File: src/rtl/forward_scoreboard.sv
// Forwarding scoreboard: tracks EX/MEM/WB destination state behind ID and derives
// per-operand bypass selects, load-use stalls and NZCV forwarding.
module forward_scoreboard #(
  parameter int REG_W    = 5,
  parameter int NUM_SRC  = 3,
  parameter int DEPTH    = 3,
  parameter int ZERO_REG = 31,
  parameter int CNT_W    = 16
) (
  input  logic                                   clk,
  input  logic                                   reset_n,
  input  logic                                   issue_valid,
  input  logic [REG_W-1:0]                       issue_rd,
  input  logic                                   issue_regwrite,
  input  logic                                   issue_memread,
  input  logic                                   issue_setflag,
  input  logic                                   issue_flaguse,
  input  logic [NUM_SRC*REG_W-1:0]               src_addr,
  input  logic [NUM_SRC-1:0]                     src_valid,
  input  logic                                   stall_ext,
  input  logic                                   flush,
  output logic [NUM_SRC*$clog2(DEPTH+1)-1:0]     fwd_sel,
  output logic                                   load_use_stall,
  output logic                                   flag_fwd,
  output logic [CNT_W-1:0]                       stall_count
);

  localparam int SEL_W = $clog2(DEPTH+1);
  localparam logic [REG_W-1:0] ZERO_ADDR = REG_W'(ZERO_REG);

  logic             valid_r    [1:DEPTH];
  logic [REG_W-1:0] rd_r       [1:DEPTH];
  logic             regwrite_r [1:DEPTH];
  logic             memread_r  [1:DEPTH];
  logic             setflag_r  [1:DEPTH];
  logic [CNT_W-1:0] stall_count_r;

  logic [NUM_SRC*SEL_W-1:0] fwd_sel_s;
  logic                     load_use_s;
  logic                     flag_fwd_s;
  logic                     stage1_load_s;

  // Bypass select: scan oldest to youngest so the youngest matching stage wins.
  always_comb begin
    fwd_sel_s = '0;
    for (int i = 0; i < NUM_SRC; i++) begin
      for (int k = DEPTH; k >= 1; k--) begin
        if (src_valid[i] && valid_r[k] && regwrite_r[k] &&
            (rd_r[k] == src_addr[i*REG_W +: REG_W]) && (rd_r[k] != ZERO_ADDR)) begin
          fwd_sel_s[i*SEL_W +: SEL_W] = SEL_W'(k);
        end else begin
          fwd_sel_s[i*SEL_W +: SEL_W] = fwd_sel_s[i*SEL_W +: SEL_W];
        end
      end
    end
  end

  // Load-use hazard: a load in EX cannot bypass to ID this cycle; flush suppresses it.
  always_comb begin
    load_use_s = 1'b0;
    if (issue_valid && !flush && valid_r[1] && memread_r[1] && regwrite_r[1] &&
        (rd_r[1] != ZERO_ADDR)) begin
      for (int i = 0; i < NUM_SRC; i++) begin
        load_use_s = load_use_s |
                     (src_valid[i] && (src_addr[i*REG_W +: REG_W] == rd_r[1]));
      end
    end else begin
      load_use_s = 1'b0;
    end
  end

  // Flag forwarding and the stage-1 admit decision.
  always_comb begin
    flag_fwd_s    = issue_valid && issue_flaguse && valid_r[1] && setflag_r[1];
    stage1_load_s = issue_valid && !load_use_s && !flush;
  end

  // Stage shift register and saturating stall counter; stall_ext freezes everything.
  always_ff @(posedge clk) begin
    if (!reset_n) begin
      for (int k = 1; k <= DEPTH; k++) begin
        valid_r[k] <= 1'b0;
      end
      stall_count_r <= '0;
    end else if (!stall_ext) begin
      for (int k = DEPTH; k >= 2; k--) begin
        valid_r[k]    <= valid_r[k-1];
        rd_r[k]       <= rd_r[k-1];
        regwrite_r[k] <= regwrite_r[k-1];
        memread_r[k]  <= memread_r[k-1];
        setflag_r[k]  <= setflag_r[k-1];
      end
      valid_r[1]    <= stage1_load_s;
      rd_r[1]       <= issue_rd;
      regwrite_r[1] <= issue_regwrite;
      memread_r[1]  <= issue_memread;
      setflag_r[1]  <= issue_setflag;
      if (load_use_s && (stall_count_r != {CNT_W{1'b1}})) begin
        stall_count_r <= stall_count_r + CNT_W'(1);
      end else begin
        stall_count_r <= stall_count_r;
      end
    end else begin
      stall_count_r <= stall_count_r;
    end
  end

  assign fwd_sel        = fwd_sel_s;
  assign load_use_stall = load_use_s;
  assign flag_fwd       = flag_fwd_s;
  assign stall_count    = stall_count_r;

endmodule
File: config.mk
export PLATFORM = sky130hd
export DESIGN_NAME = forward_scoreboard
export DESIGN_NICKNAME = d
export VERILOG_FILES = /design/src/rtl/forward_scoreboard.sv
export SDC_FILE = /design/constraint.sdc
export NUM_CORES = 1
export LEC_CHECK = 0
export BUFFER_PORTS_ARGS = -buffer_cell sky130_fd_sc_hd__buf_2
export CAP_MARGIN = 40
export CORE_MARGIN = 2
export CORE_UTILIZATION = 53
export DETAILED_ROUTE_END_ITERATION = 8
export PLACE_DENSITY = 0.8
export SLEW_MARGIN = 20
export SYNTH_ARGS = -nofsm -noshare
export SYNTH_HDL_FRONTEND = slang
export SYNTH_SLANG_ARGS = --single-unit
File: constraint.sdc
create_clock -name clk -period 2.6 [get_ports clk]
set_input_delay 0.26 -clock clk [delete_from_list [all_inputs] [get_ports clk]]
set_output_delay 0.26 -clock clk [all_outputs]
set_load 0.02 [all_outputs]
==> flow_summary.yaml, run 1 <==
grt:
  grt_max_degree: 32
  track_usage: 0.233
  grt_pass1_wl_mm: 7.89
  antenna_found_initial: 0
  gr-total-overflow: 0
  grt_pass1_vias: 1679
synth:
  synthArstFlopShare: 0
  synth_edf_count: 23
  synthFlopType: "edfxtp_1"
  synthTopCellsByArea: "edfxtp_1 (31%), dfxtp_1 (15%), xor2_1 (14%)"
  avgSynthCellArea_sq_um: 10.3
  yosys.area.top_type: "edfxtp_1"
  ys_ff_latch: 39
  syn_area_sq_um: 2200
  synthesis.nets: 247
  yosysWarnings: 0
  synth_top_cell_area_share: 0.314
  postSynthCellCount: 214
  yosysUniqueCellTypes: 32
  synth_seq_area_share: 0.460
cells_and_area:
  multiInputGateArea_sq_um: 1140
  fin_nets: 307
  fin_area_sq_um: 2640
  area_delta_synth_final_pct: 20.2
  drive_above_1_share: 0.255
  final_common_cell: "buf_2"
  fillCellCount: 313
  final_cell_mix: "buf_2 (55), xor2_1 (36), edfxtp_1 (23)"
  diodes: 0
  seq_area_sq_um: 1010
timing:
  max_freq_mhz: 416
  finalMaxSlewViolations: 0
  finalSetupViolCount: 0
  clock_skew_ps: 6.57
  hold_viol_final: 0
  worst_pin_slew_ps: 652
  period_minus_slack_ps: 2410
  min_period_over_period: 0.925
  grt_setup_unrepaired: "false"
  maxSlewHeadroom: 0.564
  fin_setup_tns_ps: 0
cts:
  cts.clk_slew.worst_paths_ps: 80
  ctsHoldBuffers: 0
  cts_buffers: 5
  cts_buffer_depth: 2
  postCtsResizedCells: 0
  cts.sinks: 39
  insertion_delay_ps: 300
  h-tree-depth: 2
  postCtsSetupBuffers: 0
  cts_tree: "done"
  root_buffer: "clkbuf_8"
setup_path:
  worstPathArrival_ps: 2150
  start_kind: "flop"
  slowest_delay_ps: 510
  critPathCaptureType: "output port"
  slowest_stage: "edfxtp_1"
  criticalPathCategory: "flop to output port"
  crit_chain: "xor2_1 > nor4_1 > and3_1 > o311ai_2 > buf_4 > nor2_1 > buf_2"
  rr_worst_depth: 7
  cp_num_cells: 7
  critPathBufInv: 2
  critPathMaxFanout: 31
  crit_path_start: "rd_r[0][5]"
  timing.rr.end: "stall_count[11]"
  crit_required_ps: 2340
  critical_path.endpoint: "load_use_stall"
  ff2ff_setup_slack_ps: 260
  timing.rr.start: "rd_r[0][5]"
  crit_family: "simple AND/OR/NAND/NOR gates"
floorplanning:
  die_w_um: 68.4
  start_util: 0.549
  io_pins: 56
  die_h_um: 68.4
  fp.dieArea_sq_um: 4680
  fp.coreArea_sq_um: 4000
  num_rows: 23
place:
  dp_hpwl_mm: 3.70
  globalplace.congestion: 0.826
  io_buffer_count: 55
  dpl_cell_area_sq_um: 2530
power:
  p_leak_nw: 1.05
  power_density_nw_per_um2: 500
  ir_drop_uv: 317
  finalPower_mw: 1.32
routing:
  initialDrtViolationCount: 108
  routedWlPerCell_um: 15.2
  drc_errors: 0
  drt-total-wl_mm: 4.94
  drt-vias-per-instance: 5.77
  vias: 1874
  firstDrtPassIters: 4
  ant_nets: 0
worst_hold_path:
  hold_class: "input port to flop"
job:
  cap_violations: 0
outcome:
  outcome: "completed"
## routing by layer
layer / wire (um) / track usage / share of wire
met3: 295 / 0.0576 / 0.060
met2: 2500 / 0.383 / 0.51
met5: 0 / 0 / 0
met4: 87 / 0.0975 / 0.018
met1: 2050 / 0.291 / 0.42
## worst min path at each step
| stage | startpoint | to | slack, ps | depth (start not counted) |
|---|---|---|---|---|
| 6_report | issue_memread | memread_r[1] | 130 | 1 |
| 5_1_grt | issue_memread | memread_r[1] | 120 | 1 |
| 4_1_cts | issue_memread | memread_r[1] | 120 | 1 |
| 3_5_place_dp | regwrite_r[0][1] | regwrite_r[0][2] | 430 | 0 |
| 3_3_place_gp | regwrite_r[0][2] | regwrite_r[0][3] | 430 | 0 |
| 2_1_floorplan | issue_memread | memread_r[1] | 360 | 0 |
## flip-flops by register name, indices dropped and copies added, names as in the netlist
name and flops:
regwrite_r 3, memread_r 1, setflag_r 1, valid_r 3
stall_count 16, rd_r 15
## metrics by stage
step           instances  setup slack (ps)  utilization  hold slack (ps)
2_1_floorplan        214               492            -              359
3_3_place_gp         317               348        0.632              429
3_5_place_dp         317               308        0.632              433
4_1_cts              325               178        0.660              122
5_1_grt              325              37.1        0.660              119
6_report             325               194        0.660              132
## worst register-to-register path: stages (launching register included)
cell and delay [ps]:
edfxtp_1 510, xor2_1 210, nor4_1 250, and3_1 240, o311ai_2 120, buf_4 240, or4_1 530, a21oi_1 170
## Yosys cell counts (2+ instances only)
| cell | instances |
|---|---|
| or3_1 | 3 |
| a31oi_1 | 3 |
| nand2_1 | 18 |
| o31ai_1 | 12 |
| nand4_1 | 4 |
| and3_1 | 6 |
| o21ai_0 | 2 |
| edfxtp_1 | 23 |
| xnor2_1 | 9 |
| nor4_1 | 9 |
| nand2b_1 | 5 |
| nand3_1 | 6 |
| or4_1 | 12 |
| a21oi_1 | 14 |
| mux2i_1 | 2 |
| or2_2 | 3 |
| o21a_1 | 2 |
| nor2_1 | 6 |
| inv_1 | 3 |
| and2_1 | 3 |
| dfxtp_1 | 16 |
| buf_2 | 3 |
| xor2_1 | 36 |
| and4_1 | 6 |
## area by class of cell
cell class              count  area share
multi-input cells         167       0.434
flip-flops and latches     39       0.383
repair buffers             58       0.113
clock buffers               5      0.0261
well taps                  50      0.0237
clock inverters             3      0.0166
inverters                   3     0.00427
## power breakdown
part / internal (mW) / leakage, nW / switching, mW
clock: 0.286 / 0.0581 / 0.226
combinational: 0.0536 / 0.641 / 0.0613
sequential: 0.673 / 0.350 / 0.0199
total: 1.01 / 1.05 / 0.307
## cells by family (layout without fill, tap and decap cells)
family | Yosys count | count (layout) | share of synthesized area
AO/OA/AOI/OAI | 37 | 37 | 0.109
XOR/XNOR | 45 | 45 | 0.179
adder cells (fa/ha/maj) | 1 | 1 | 0.00569
buffers and inverters | 8 | 69 | 0.0188
flip-flops | 39 | 39 | 0.460
multiplexers | 2 | 2 | 0.00911
AND/OR/NAND/NOR | 82 | 82 | 0.218
Power figures use the tool's default switching activity.
==> inputs of run 2 (changes only) <==
--- a/config.mk
+++ b/config.mk
@@ -8,9 +8,8 @@
 export BUFFER_PORTS_ARGS = -buffer_cell sky130_fd_sc_hd__buf_2
 export CAP_MARGIN = 40
 export CORE_MARGIN = 2
-export CORE_UTILIZATION = 53
+export CORE_UTILIZATION = 40
 export DETAILED_ROUTE_END_ITERATION = 8
-export PLACE_DENSITY = 0.8
 export SLEW_MARGIN = 20
 export SYNTH_ARGS = -nofsm -noshare
 export SYNTH_HDL_FRONTEND = slang
==> run 2 against run 1 <==
  * Sequential cell count unchanged
  * Register-to-register slack got worse by 60 ps
  * Critical endpoint unchanged
  * First-iteration DRC count fell by 21%
  * Combinational power up 7%
  * Clock skew up 2.6 ps
  * Core utilization fell by 14 points
  * Largest cell class unchanged
  * Critical path type unchanged
==> flow_summary.yaml, run 2 (same netlist as run 1, synthesis figures left out) <==
floorplanning:
  start_util: 0.422
  die_w_um: 78.1
  fp.coreArea_sq_um: 5200
  num_rows: 26
  die_h_um: 78.1
  io_pins: 56
  fp.dieArea_sq_um: 6100
worst_hold_path:
  holdCritStartpoint: "issue_rd[4]"
  hold-path-cell-count: 1
  hold_class: "input port to flop"
  whs_endpoint: "rd_r[0][9]"
grt:
  grt_max_degree: 32
  grt_util_met1: 0.258
  grt_pass1_vias: 1699
  met2_usage: 0.285
  met3_usage: 0.0460
  antenna_found_initial: 0
  grt-busiest-layer: "met2"
  gr-total-overflow: 0
  grt_pass1_wl_mm: 8.69
  track_usage: 0.185
cells_and_area:
  largest_reg_flops: 16
  final_util: 0.517
  area_delta_synth_final_pct: 22.6
  fillCellCount: 496
  final_cell_mix: "buf_2 (55), xor2_1 (36), edfxtp_1 (23)"
  fin_nets: 311
  drive_above_1_share: 0.265
  instances_no_fill: 349
  diodes: 0
  final_common_cell: "buf_2"
timing:
  max_freq_mhz: 401
  clock_skew_ps: 9.13
  maxSlewHeadroom: 0.668
  fin_setup_tns_ps: 0
  finalMaxSlewViolations: 0
  finalSetupViolCount: 0
  period_minus_slack_ps: 2490
  hold_viol_final: 0
  worst_pin_slew_ps: 498
  worst_slack_ps: 108
  min_period_over_period: 0.958
  worst_hold_slack_ps: 130
setup_path:
  crit_required_ps: 2340
  criticalPathCategory: "flop to output port"
  ff2ff_setup_slack_ps: 200
  rr_worst_depth: 8
  critPathMaxFanout: 31
  timing.rr.start: "rd_r[0][7]"
  start_kind: "flop"
  timing.rr.end: "stall_count[8]"
  critPathCaptureType: "output port"
  worstPathArrival_ps: 2230
place:
  dp_hpwl_mm: 3.93
  dpl_worst_slack_ps: 328
  place_inst: 339
  io_buffer_count: 55
  globalplace.congestion: 0.896
power:
  power.switching_mw: 0.308
  p_clk_frac: 0.381
  internal_power_mw: 1.01
  power_density_nw_per_um2: 490
  pwr-share-comb: 0.093
  p_leak_nw: 1.06
  ir_drop_uv: 241
  switching_share: 0.233
  seq_power_share: 0.526
routing:
  drc_errors: 0
  ant_nets: 0
  drt-vias-per-instance: 5.29
  drt-total-wl_mm: 5.40
  vias: 1846
  firstDrtPassIters: 4
  routedWlPerCell_um: 15.5
  initialDrtViolationCount: 85
cts:
  ctsHoldBuffers: 0
  root_buffer: "clkbuf_8"
  cts_buffers: 5
  cts.clk_slew.worst_paths_ps: 80
  h-tree-depth: 2
  postCtsSetupBuffers: 0
  cts_tree: "done"
  cts_buffer_depth: 2
  cts.sinks: 39
  postCtsResizedCells: 0
  insertion_delay_ps: 300
outcome:
  outcome: "completed"
job:
  cap_violations: 0
run 2: cell types whose count changed in the layout (fill, tap and decap cells not counted), sizes merged:
cell,change
buf,+4
run 2: critical path, cell delays in order (launching register included):
cell and delay (ps):
edfxtp_1 470, buf_4 180, xor2_1 150, nor4_1 240, and3_1 270, o311ai_2 100
buf_4 240, nor2_1 110, buf_2 170
run 2: layout make-up:
cell class	count	area (sq um)	area share
Clock buffer	5	68.8	0.0256
Sequential cell	39	1010	0.375
Inverter	3	11.3	0.00418
Clock inverter	3	38.8	0.0144
Multi-Input combinational cell	167	1150	0.426
Tap cell	70	87.6	0.0325
Timing Repair Buffer	62	328	0.122
run 2: how the worst max path moves through the flow:
stage	start	end	slack [ps]
floorplan	rd_r[0][5]	load_use_stall	490
global placement	rd_r[0][8]	stall_count[9]	350
detailed placement	rd_r[0][7]	stall_count[15]	330
CTS	rd_r[0][7]	load_use_stall	130
global route	rd_r[0][7]	load_use_stall	-6
finish	rd_r[0][7]	load_use_stall	110
run 2: power groups by stage:
stage	combinational, mW	sequential, mW	clock, mW
floorplan	0.0621	0.702	0
global placement	0.118	0.708	0
detailed placement	0.117	0.708	0
CTS	0.118	0.694	0.510
global route	0.136	0.697	0.540
finish	0.123	0.694	0.502
run 2: metrics by stage:
step                      instance area [sq um]  power, mW
after global routing                       2690       1.37
after floorplan                            2200      0.764
after detailed placement                   2570      0.825
after global placement                     2570      0.826
final                                      2690       1.32
after CTS                                  2680       1.32
run 2: layer usage:
metal	up-vias	part of all wire	routed length, um
met4	0	0.011	60
met3	5	0.057	308
met1	863	0.47	2520
li1	929	-	-
met5	-	0	0
met2	49	0.47	2510
